==> config.mk <==
export PLATFORM = sky130hd
export DESIGN_NAME = mdu_issue_ctrl
export DESIGN_NICKNAME = d
export VERILOG_FILES = /design/src/rtl/mdu_pkg.sv /design/src/rtl/mdu_issue_ctrl_latency_counter.sv /design/src/rtl/mdu_issue_ctrl.sv
export SDC_FILE = /design/constraint.sdc
export NUM_CORES = 1
export LEC_CHECK = 0
export CAP_MARGIN = 20
export CELL_PAD_IN_SITES_DETAIL_PLACEMENT = 1
export CELL_PAD_IN_SITES_GLOBAL_PLACEMENT = 1
export CORE_MARGIN = 8
export CORE_UTILIZATION = 34
export CTS_BUF_LIST = sky130_fd_sc_hd__clkbuf_16
export DETAILED_ROUTE_END_ITERATION = 7
export GPL_TIMING_DRIVEN = 0
export PLACE_DENSITY_LB_ADDON = 0.1
export RECOVER_POWER = 25
export SYNTH_ARGS = -nofsm -noshare
export SYNTH_HDL_FRONTEND = slang
export SYNTH_SLANG_ARGS = --single-unit
==> constraint.sdc <==
create_clock -name clk -period 3.6 [get_ports clk]
set_clock_uncertainty 0.15 [all_clocks]
set_input_delay 1.08 -clock clk [delete_from_list [all_inputs] [get_ports clk]]
set_output_delay 1.08 -clock clk [all_outputs]
set_load 0.01 [all_outputs]
==> src/rtl/mdu_pkg.sv <==
// Shared definitions for the multiply/divide issue controller:
// opcode encodings, latencies, counter sizing and FSM states.
package mdu_pkg;

    typedef enum logic [3:0] {
        OP_NONE  = 4'd0,
        OP_MULT  = 4'd1,
        OP_MULTU = 4'd2,
        OP_DIV   = 4'd3,
        OP_DIVU  = 4'd4,
        OP_MTHI  = 4'd5,
        OP_MTLO  = 4'd6,
        OP_MFHI  = 4'd7,
        OP_MFLO  = 4'd8
    } mdu_op_e;

    localparam int MULT_LAT = 5;
    localparam int DIV_LAT  = 10;
    localparam int MAX_LAT  = DIV_LAT;
    localparam int CNT_W    = $clog2(MAX_LAT + 1);
    localparam int CNT_MAX  = (1 << CNT_W) - 1;

    typedef enum logic {
        S_IDLE,
        S_BUSY
    } mdu_state_e;

    function automatic logic is_mdu(logic [3:0] op);
        return (op >= OP_MULT) && (op <= OP_MFLO);
    endfunction

    function automatic logic is_long(logic [3:0] op);
        return (op >= OP_MULT) && (op <= OP_DIVU);
    endfunction

    function automatic logic is_div(logic [3:0] op);
        return (op == OP_DIV) || (op == OP_DIVU);
    endfunction

    // Latencies are forced into 1..CNT_MAX so the counter cannot wrap.
    function automatic logic [CNT_W-1:0] clamp_lat(int lat);
        int v;
        v = (lat < 1) ? 1 : ((lat > CNT_MAX) ? CNT_MAX : lat);
        return v[CNT_W-1:0];
    endfunction

endpackage

==> src/rtl/mdu_issue_ctrl_latency_counter.sv <==
// Loadable saturating down-counter timing an in-flight MDU operation.
// Holds at zero once drained.
module mdu_latency_counter
    import mdu_pkg::*;
(
    input  logic             clk,
    input  logic             reset,
    input  logic             load,
    input  logic [CNT_W-1:0] load_val,
    output logic [CNT_W-1:0] value,
    output logic             at_one
);

    logic [CNT_W-1:0] cnt_q;

    always_ff @(posedge clk or posedge reset) begin
        if (reset) begin
            cnt_q <= '0;
        end else if (load) begin
            cnt_q <= load_val;
        end else if (cnt_q != '0) begin
            cnt_q <= cnt_q - 1'b1;
        end
    end

    assign value  = cnt_q;
    assign at_one = (cnt_q == {{(CNT_W-1){1'b0}}, 1'b1});

endmodule

==> src/rtl/mdu_issue_ctrl.sv <==
// Issue/stall control for the multi-cycle multiply/divide unit:
// starts operations, times them, and commits HI/LO.
module mdu_issue_ctrl
    import mdu_pkg::*;
#(
    parameter int MULT_CYCLES = MULT_LAT,
    parameter int DIV_CYCLES  = DIV_LAT
) (
    input  logic       clk,
    input  logic       reset,
    input  logic       req,
    input  logic [3:0] op_i,
    output logic       start_o,
    output logic       hi_we_o,
    output logic       lo_we_o,
    output logic       commit_o,
    output logic       busy_o,
    output logic       stall_o
);

    localparam logic [CNT_W-1:0] MULT_V = clamp_lat(MULT_CYCLES);
    localparam logic [CNT_W-1:0] DIV_V  = clamp_lat(DIV_CYCLES);

    mdu_state_e       state_q, state_d;
    logic [CNT_W-1:0] cnt_val;
    logic [CNT_W-1:0] load_val;
    logic             at_one;

    assign load_val = is_div(op_i) ? DIV_V : MULT_V;

    mdu_latency_counter u_cnt (
        .clk      (clk),
        .reset    (reset),
        .load     (start_o),
        .load_val (load_val),
        .value    (cnt_val),
        .at_one   (at_one)
    );

    always_ff @(posedge clk or posedge reset) begin
        if (reset) begin
            state_q <= S_IDLE;
        end else begin
            state_q <= state_d;
        end
    end

    always_comb begin
        state_d  = state_q;
        start_o  = 1'b0;
        hi_we_o  = 1'b0;
        lo_we_o  = 1'b0;
        commit_o = 1'b0;
        if (!reset) begin
            unique case (state_q)
                S_IDLE: begin
                    start_o = is_long(op_i) && !req;
                    hi_we_o = (op_i == OP_MTHI) && !req;
                    lo_we_o = (op_i == OP_MTLO) && !req;
                    if (start_o) begin
                        state_d = S_BUSY;
                    end
                end
                S_BUSY: begin
                    commit_o = at_one;
                    // A drained counter must never leave the FSM stuck busy.
                    if (at_one || (cnt_val == '0)) begin
                        state_d = S_IDLE;
                    end
                end
                default: state_d = S_IDLE;
            endcase
        end
    end

    assign busy_o  = (state_q == S_BUSY);
    assign stall_o = start_o || (busy_o && is_mdu(op_i));

endmodule
==> qor.yml, run 1 <==
dr.first_iter.drc_count: 6
cts_buffers: 3
ant_nets: 0
cts.sinks: 5
dr.pass1.iters: 4
hold_buffers: 0
die-area_um2: 2750
hpwl_mm: 1.02
finalSetupViolCount: 0
required_ps: 2370
overflow: 0
syn_inst: 56
clkTransAtPathRegs_ps: 30
powerDensity_nw_per_um2: 740
synth_nets: 66
die_h_um: 52.5
pre_cts_slack_ps: -745
cts_buffer_depth: 2
ff2ff_path_depth: 7
first_global_vias: 541
grtUsageMet3_pct: 3.41
final_area_um2: 717
clock_latency_ps: 230
cts_tree: "yes"
holdPathStages: 2
min-delay-path-class: "register to register"
vias: 484
rows: 13
synthTopCellsByArea: "dfrtp_1, ha_1, o21ai_0, nand2_1, nor3b_1"
stdcell_count: 90
syn_area_um2: 452
whs_ps: 496
grt_max_degree: 9
htreeDepth: 1
cp-end-kind: "primary output"
top_usage_layer: "met2"
leakage_uw: 0.000318
rrSetupSlack_ps: 1630
finalPower_uw: 531
nets: 86
syn_area_per_cell_um2: 8.07
min_period_ps: 3550
synthFlopType: "dfrtp_1"
synth_top_area_share_pct: 27.7
maxCapViolations: 0
wl_per_cell_um: 16.4
io_buffers: 11
die_w_um: 52.5
gp_congestion: 0.650
maxSlewHeadroom_pct: 74.7
synth_enable_flop_cells: 0
num_io_pins: 13
outcome: "complete, no violations"
start_kind: "input pin"
totalWireLength_mm: 1.48
arrival_ps: 2320
grt_pass1_wl_mm: 2.57
synthTopCellsByCount: "nand2_1, dfrtp_1, o21ai_0"
hold_violations: 0
fin_crit_sh_pct: 98.6
yosysTopAreaCell: "dfrtp_1"
initial_core_util_pct: 35.6
syn_to_final_growth_pct: 58.7
track_usage_pct: 12.5
use_met1_pct: 15.0
synth-seq-area-share_pct: 27.7
irDropWorstVdd_v: 0.000414
worstPathMaxFanout: 6
core_um2: 1270
ys_types: 27
yosys_register_bits: 5
final_max_slew_viol_count: 0
cts_root_buffer: "clkbuf_16"
place_inst: 82
drive_gt1_share_pct: 25.3
setup_slack_ps: 51.5
synth.most_common_cell: "nand2_1"
drc_errors: 0
met2_usage_pct: 20.9
n_antenna_cell: 0
synthArstFlopShare_pct: 100
worstMarginPinSlew_ps: 380
placed_area_um2: 581
worstSetupPathType: "input pin to primary output"
vias_per_cell: 5.38
yosys_warnings: 0
max_freq_mhz: 282
antenna_found_initial: 0
-- metrics by stage --
| stage | util, % | setup TNS (ps) |
|---|---|---|
| after global placement | 45.8 | -2600 |
| after detailed placement | 45.8 | -2740 |
| final | 56.5 | 0 |
| after global routing | 56.5 | -16.7 |
| after CTS | 55.4 | 0 |
| after floorplan | - | 0 |
-- repair_timing --
action	4_1_cts	5_1_grt
setup endpoints to repair	5	3
pin swaps	1	2
buffers inserted	3	1
resized for setup	18	10
-- layout make-up --
| type | count | area [µm²] |
|---|---|---|
| clock inverters | 1 | 3.75 |
| repair buffers | 15 | 120 |
| multi-input cells | 46 | 355 |
| flip-flops and latches | 5 | 125 |
| fillers | 153 | 552 |
| clock buffers | 3 | 75.1 |
| well taps | 15 | 18.8 |
| inverters | 3 | 11.3 |
| plain buffers | 2 | 7.51 |
-- registers in the layout (all words and copies together), names as in the netlist --
signal	count
u_cnt.value	4
busy_o	1
-- worst paths after layout --
path / end / start
worst min register to register: u_cnt.value[1] / u_cnt.value[1]
min in group asynchronous: u_cnt.value[3] / reset
worst max-delay path: stall_o / op_i[0]
worst min-delay path: u_cnt.value[1] / u_cnt.value[1]
worst max register to register: u_cnt.value[0] / u_cnt.value[0]
max in group asynchronous: u_cnt.value[0] / reset
-- critical path: stages --
cell,delay (ps)
dlygate4sd2_1,320
or3_4,360
a22oi_2,180
o22ai_1,90
dlygate4sd2_1,290
-- layer usage --
| metal | wire [µm] | part of all wire [%] |
|---|---|---|
| met4 | 15 | 1.0 |
| met2 | 748 | 51 |
| met3 | 38 | 2.6 |
| met5 | 0 | 0 |
| met1 | 672 | 46 |
-- power by group --
| group | switching, µW | leakage [µW] | internal (µW) | total, µW |
|---|---|---|---|---|
| combinational | 121 | 0.000217 | 109 | 230 |
| clock | 36.2 | 0.0000423 | 144 | 180 |
| sequential | 37.2 | 0.0000583 | 83.6 | 121 |
| total | 195 | 0.000318 | 336 | 531 |
-- cell families (layout without fill, tap and decap cells) --
logic type      after synthesis  after routing  share of synthesized area (%)
mux                           2              2                           4.43
simple gates                 25             25                           33.0
fa+ha+maj                     3              3                           8.31
buf+inv                       5             24                           4.16
xor+xnor                      2              2                           3.88
compound gates               14             14                           18.6
flops                         5              5                           27.7
-- layout by cell type, fill, tap and decap left out, types with 2 or more instances in the layout --
cell type,n
nand2_1,6
o21ai_0,5
dfrtp_1,5
inv_1,4
dlygate4sd2_1,4
buf_4,4
clkbuf_1,3
ha_1,3
clkbuf_16,3
nor2_4,2
xnor2_1,2
a21o_1,2
a21oi_1,2
nor3_1,2
mux2i_1,2
nor2_1,2
nor3b_2,2
nor2b_1,2
clkdlybuf4s50_1,2
(Power assumes the default switching activity.)
==> run 2: changes to the inputs <==
--- a/config.mk
+++ b/config.mk
@@ -13,7 +13,7 @@
 export CTS_BUF_LIST = sky130_fd_sc_hd__clkbuf_16
 export DETAILED_ROUTE_END_ITERATION = 7
 export GPL_TIMING_DRIVEN = 0
-export PLACE_DENSITY_LB_ADDON = 0.1
+export PLACE_DENSITY = 0.79
 export RECOVER_POWER = 25
 export SYNTH_ARGS = -nofsm -noshare
 export SYNTH_HDL_FRONTEND = slang
==> qor.yml, run 2 (synthesis gave the netlist of run 1 again) <==
min-delay-path-class: "register to register"
grt_max_degree: 9
irDropWorstVdd_v: 0.000293
powerDensity_nw_per_um2: 753
htreeDepth: 1
drive_gt1_share_pct: 18.1
num_io_pins: 13
holdPathStages: 1
utilization_pct: 54.9
drc_errors: 0
syn_to_final_growth_pct: 54.3
cts_buffers: 3
maxCapViolations: 0
finalSetupViolCount: 0
hpwl_um: 990
cts_tree: "yes"
gp_congestion: 0.679
cp-endpoint: "stall_o"
hold_violations: 0
rows: 13
path_common_cell: "dlygate4sd2_1"
core_um2: 1270
start_kind: "input pin"
rrSetupSlack_ps: 1620
clock_latency_ps: 230
vias_per_cell: 5.40
rr_endpoint: "u_cnt.value[1]"
grt_pass1_wl_mm: 2.36
antenna_found_initial: 0
dr.first_iter.drc_count: 5
die_w_um: 52.5
cts_buffer_depth: 2
most-common-layout-cells: "dlygate4sd2_1, nand2_1, o21ai_0, dfrtp_1, inv_1"
initial_core_util_pct: 35.6
final_max_slew_viol_count: 0
finalPower_uw: 525
cp-end-kind: "primary output"
leakage_uw: 0.000333
fin_crit_sh_pct: 98.6
whs_ps: 512
dr.pass1.iters: 3
ant_nets: 0
worstPathCellList: "dlygate4sd2_1, or3_4, a22oi_1, o22ai_1, dlygate4sd2_1"
min_period_ps: 3550
layout_commonest_cell: "dlygate4sd2_1"
cts.sinks: 5
overflow: 0
arrival_ps: 2320
ff2ff_path_depth: 7
required_ps: 2370
worstSetupPathType: "input pin to primary output"
io_buffers: 11
hold_buffers: 0
vias: 470
worstMarginPinSlew_ps: 391
max_freq_mhz: 282
totalWireLength_mm: 1.45
die-area_um2: 2750
cpMaxStageDelayCell: "or3_4"
first_global_vias: 478
cts_root_buffer: "clkbuf_16"
die_h_um: 52.5
slowest_delay_ps: 360
maxSlewHeadroom_pct: 73.9
worstReg2RegStart: "u_cnt.value[1]"
timing.critical_path.from: "op_i[0]"
track_usage_pct: 11.8
n_antenna_cell: 0
clkTransAtPathRegs_ps: 30
grt_setup_unrepaired: "yes"
worstPathMaxFanout: 6
nets: 83
outcome: "complete, no violations"
wl_per_cell_um: 16.6
largest_reg_flops: 4
[run 2: worst min-delay path by stage]
| stage | start | endpoint | slack, ps |
|---|---|---|---|
| 6_report | busy_o | busy_o | 510 |
| 5_1_grt | busy_o | busy_o | 560 |
| 4_1_cts | busy_o | busy_o | 510 |
| 3_5_place_dp | busy_o | busy_o | 460 |
| 3_3_place_gp | busy_o | busy_o | 440 |
| 2_1_floorplan | u_cnt.value[1] | u_cnt.value[1] | 450 |
[run 2: where the power goes]
group / internal [µW] / switching [µW]
Combinational: 104 / 119
Clock: 144 / 37.6
Sequential: 83.6 / 35.6
[run 2: per-layer routing]
metal / GRT usage, % / part of all wire (%) / vias to the layer above
met1: 12.3 / 43 / 232
li1: - / - / 232
met5: 0 / 0 / -
met3: 3.41 / 0.97 / 2
met4: 7.76 / 0.97 / 0
met2: 20.2 / 55 / 4
[run 2: cell type report]
| cell class | count | area [µm²] |
|---|---|---|
| buffer | 2 | 7.51 |
| clock buffer | 3 | 75.1 |
| clock inverter | 1 | 3.75 |
| fill | 160 | 572 |
| inverter | 3 | 11.3 |
| multi-input combinational | 46 | 348 |
| sequential | 5 | 125 |
| tap | 15 | 18.8 |
| timing repair buffer | 12 | 108 |
[run 2: metrics by stage]
step | setup WS, ps | area [µm²] | instances | TNS [ps]
floorplan | 414 | 452 | 56 | 0
global placement | -721 | 581 | 82 | -2640
detailed placement | -760 | 581 | 82 | -2800
CTS | 1.59 | 686 | 87 | 0
global route | -12.7 | 697 | 87 | -14.1
finish | 52.0 | 697 | 87 | 0
[run 2: worst max-delay path, delay by kind of cell]
family	cells	cell delay, ps
buffers and inverters	2	600
AOI/OAI and AO/OA	2	290
and+or+nand+nor	1	360
[run 2: repair_timing]
item,in CTS,in global routing
pin swaps,1,0
setup buffers,1,0
gates resized for setup,16,5
setup endpoints to repair,5,2
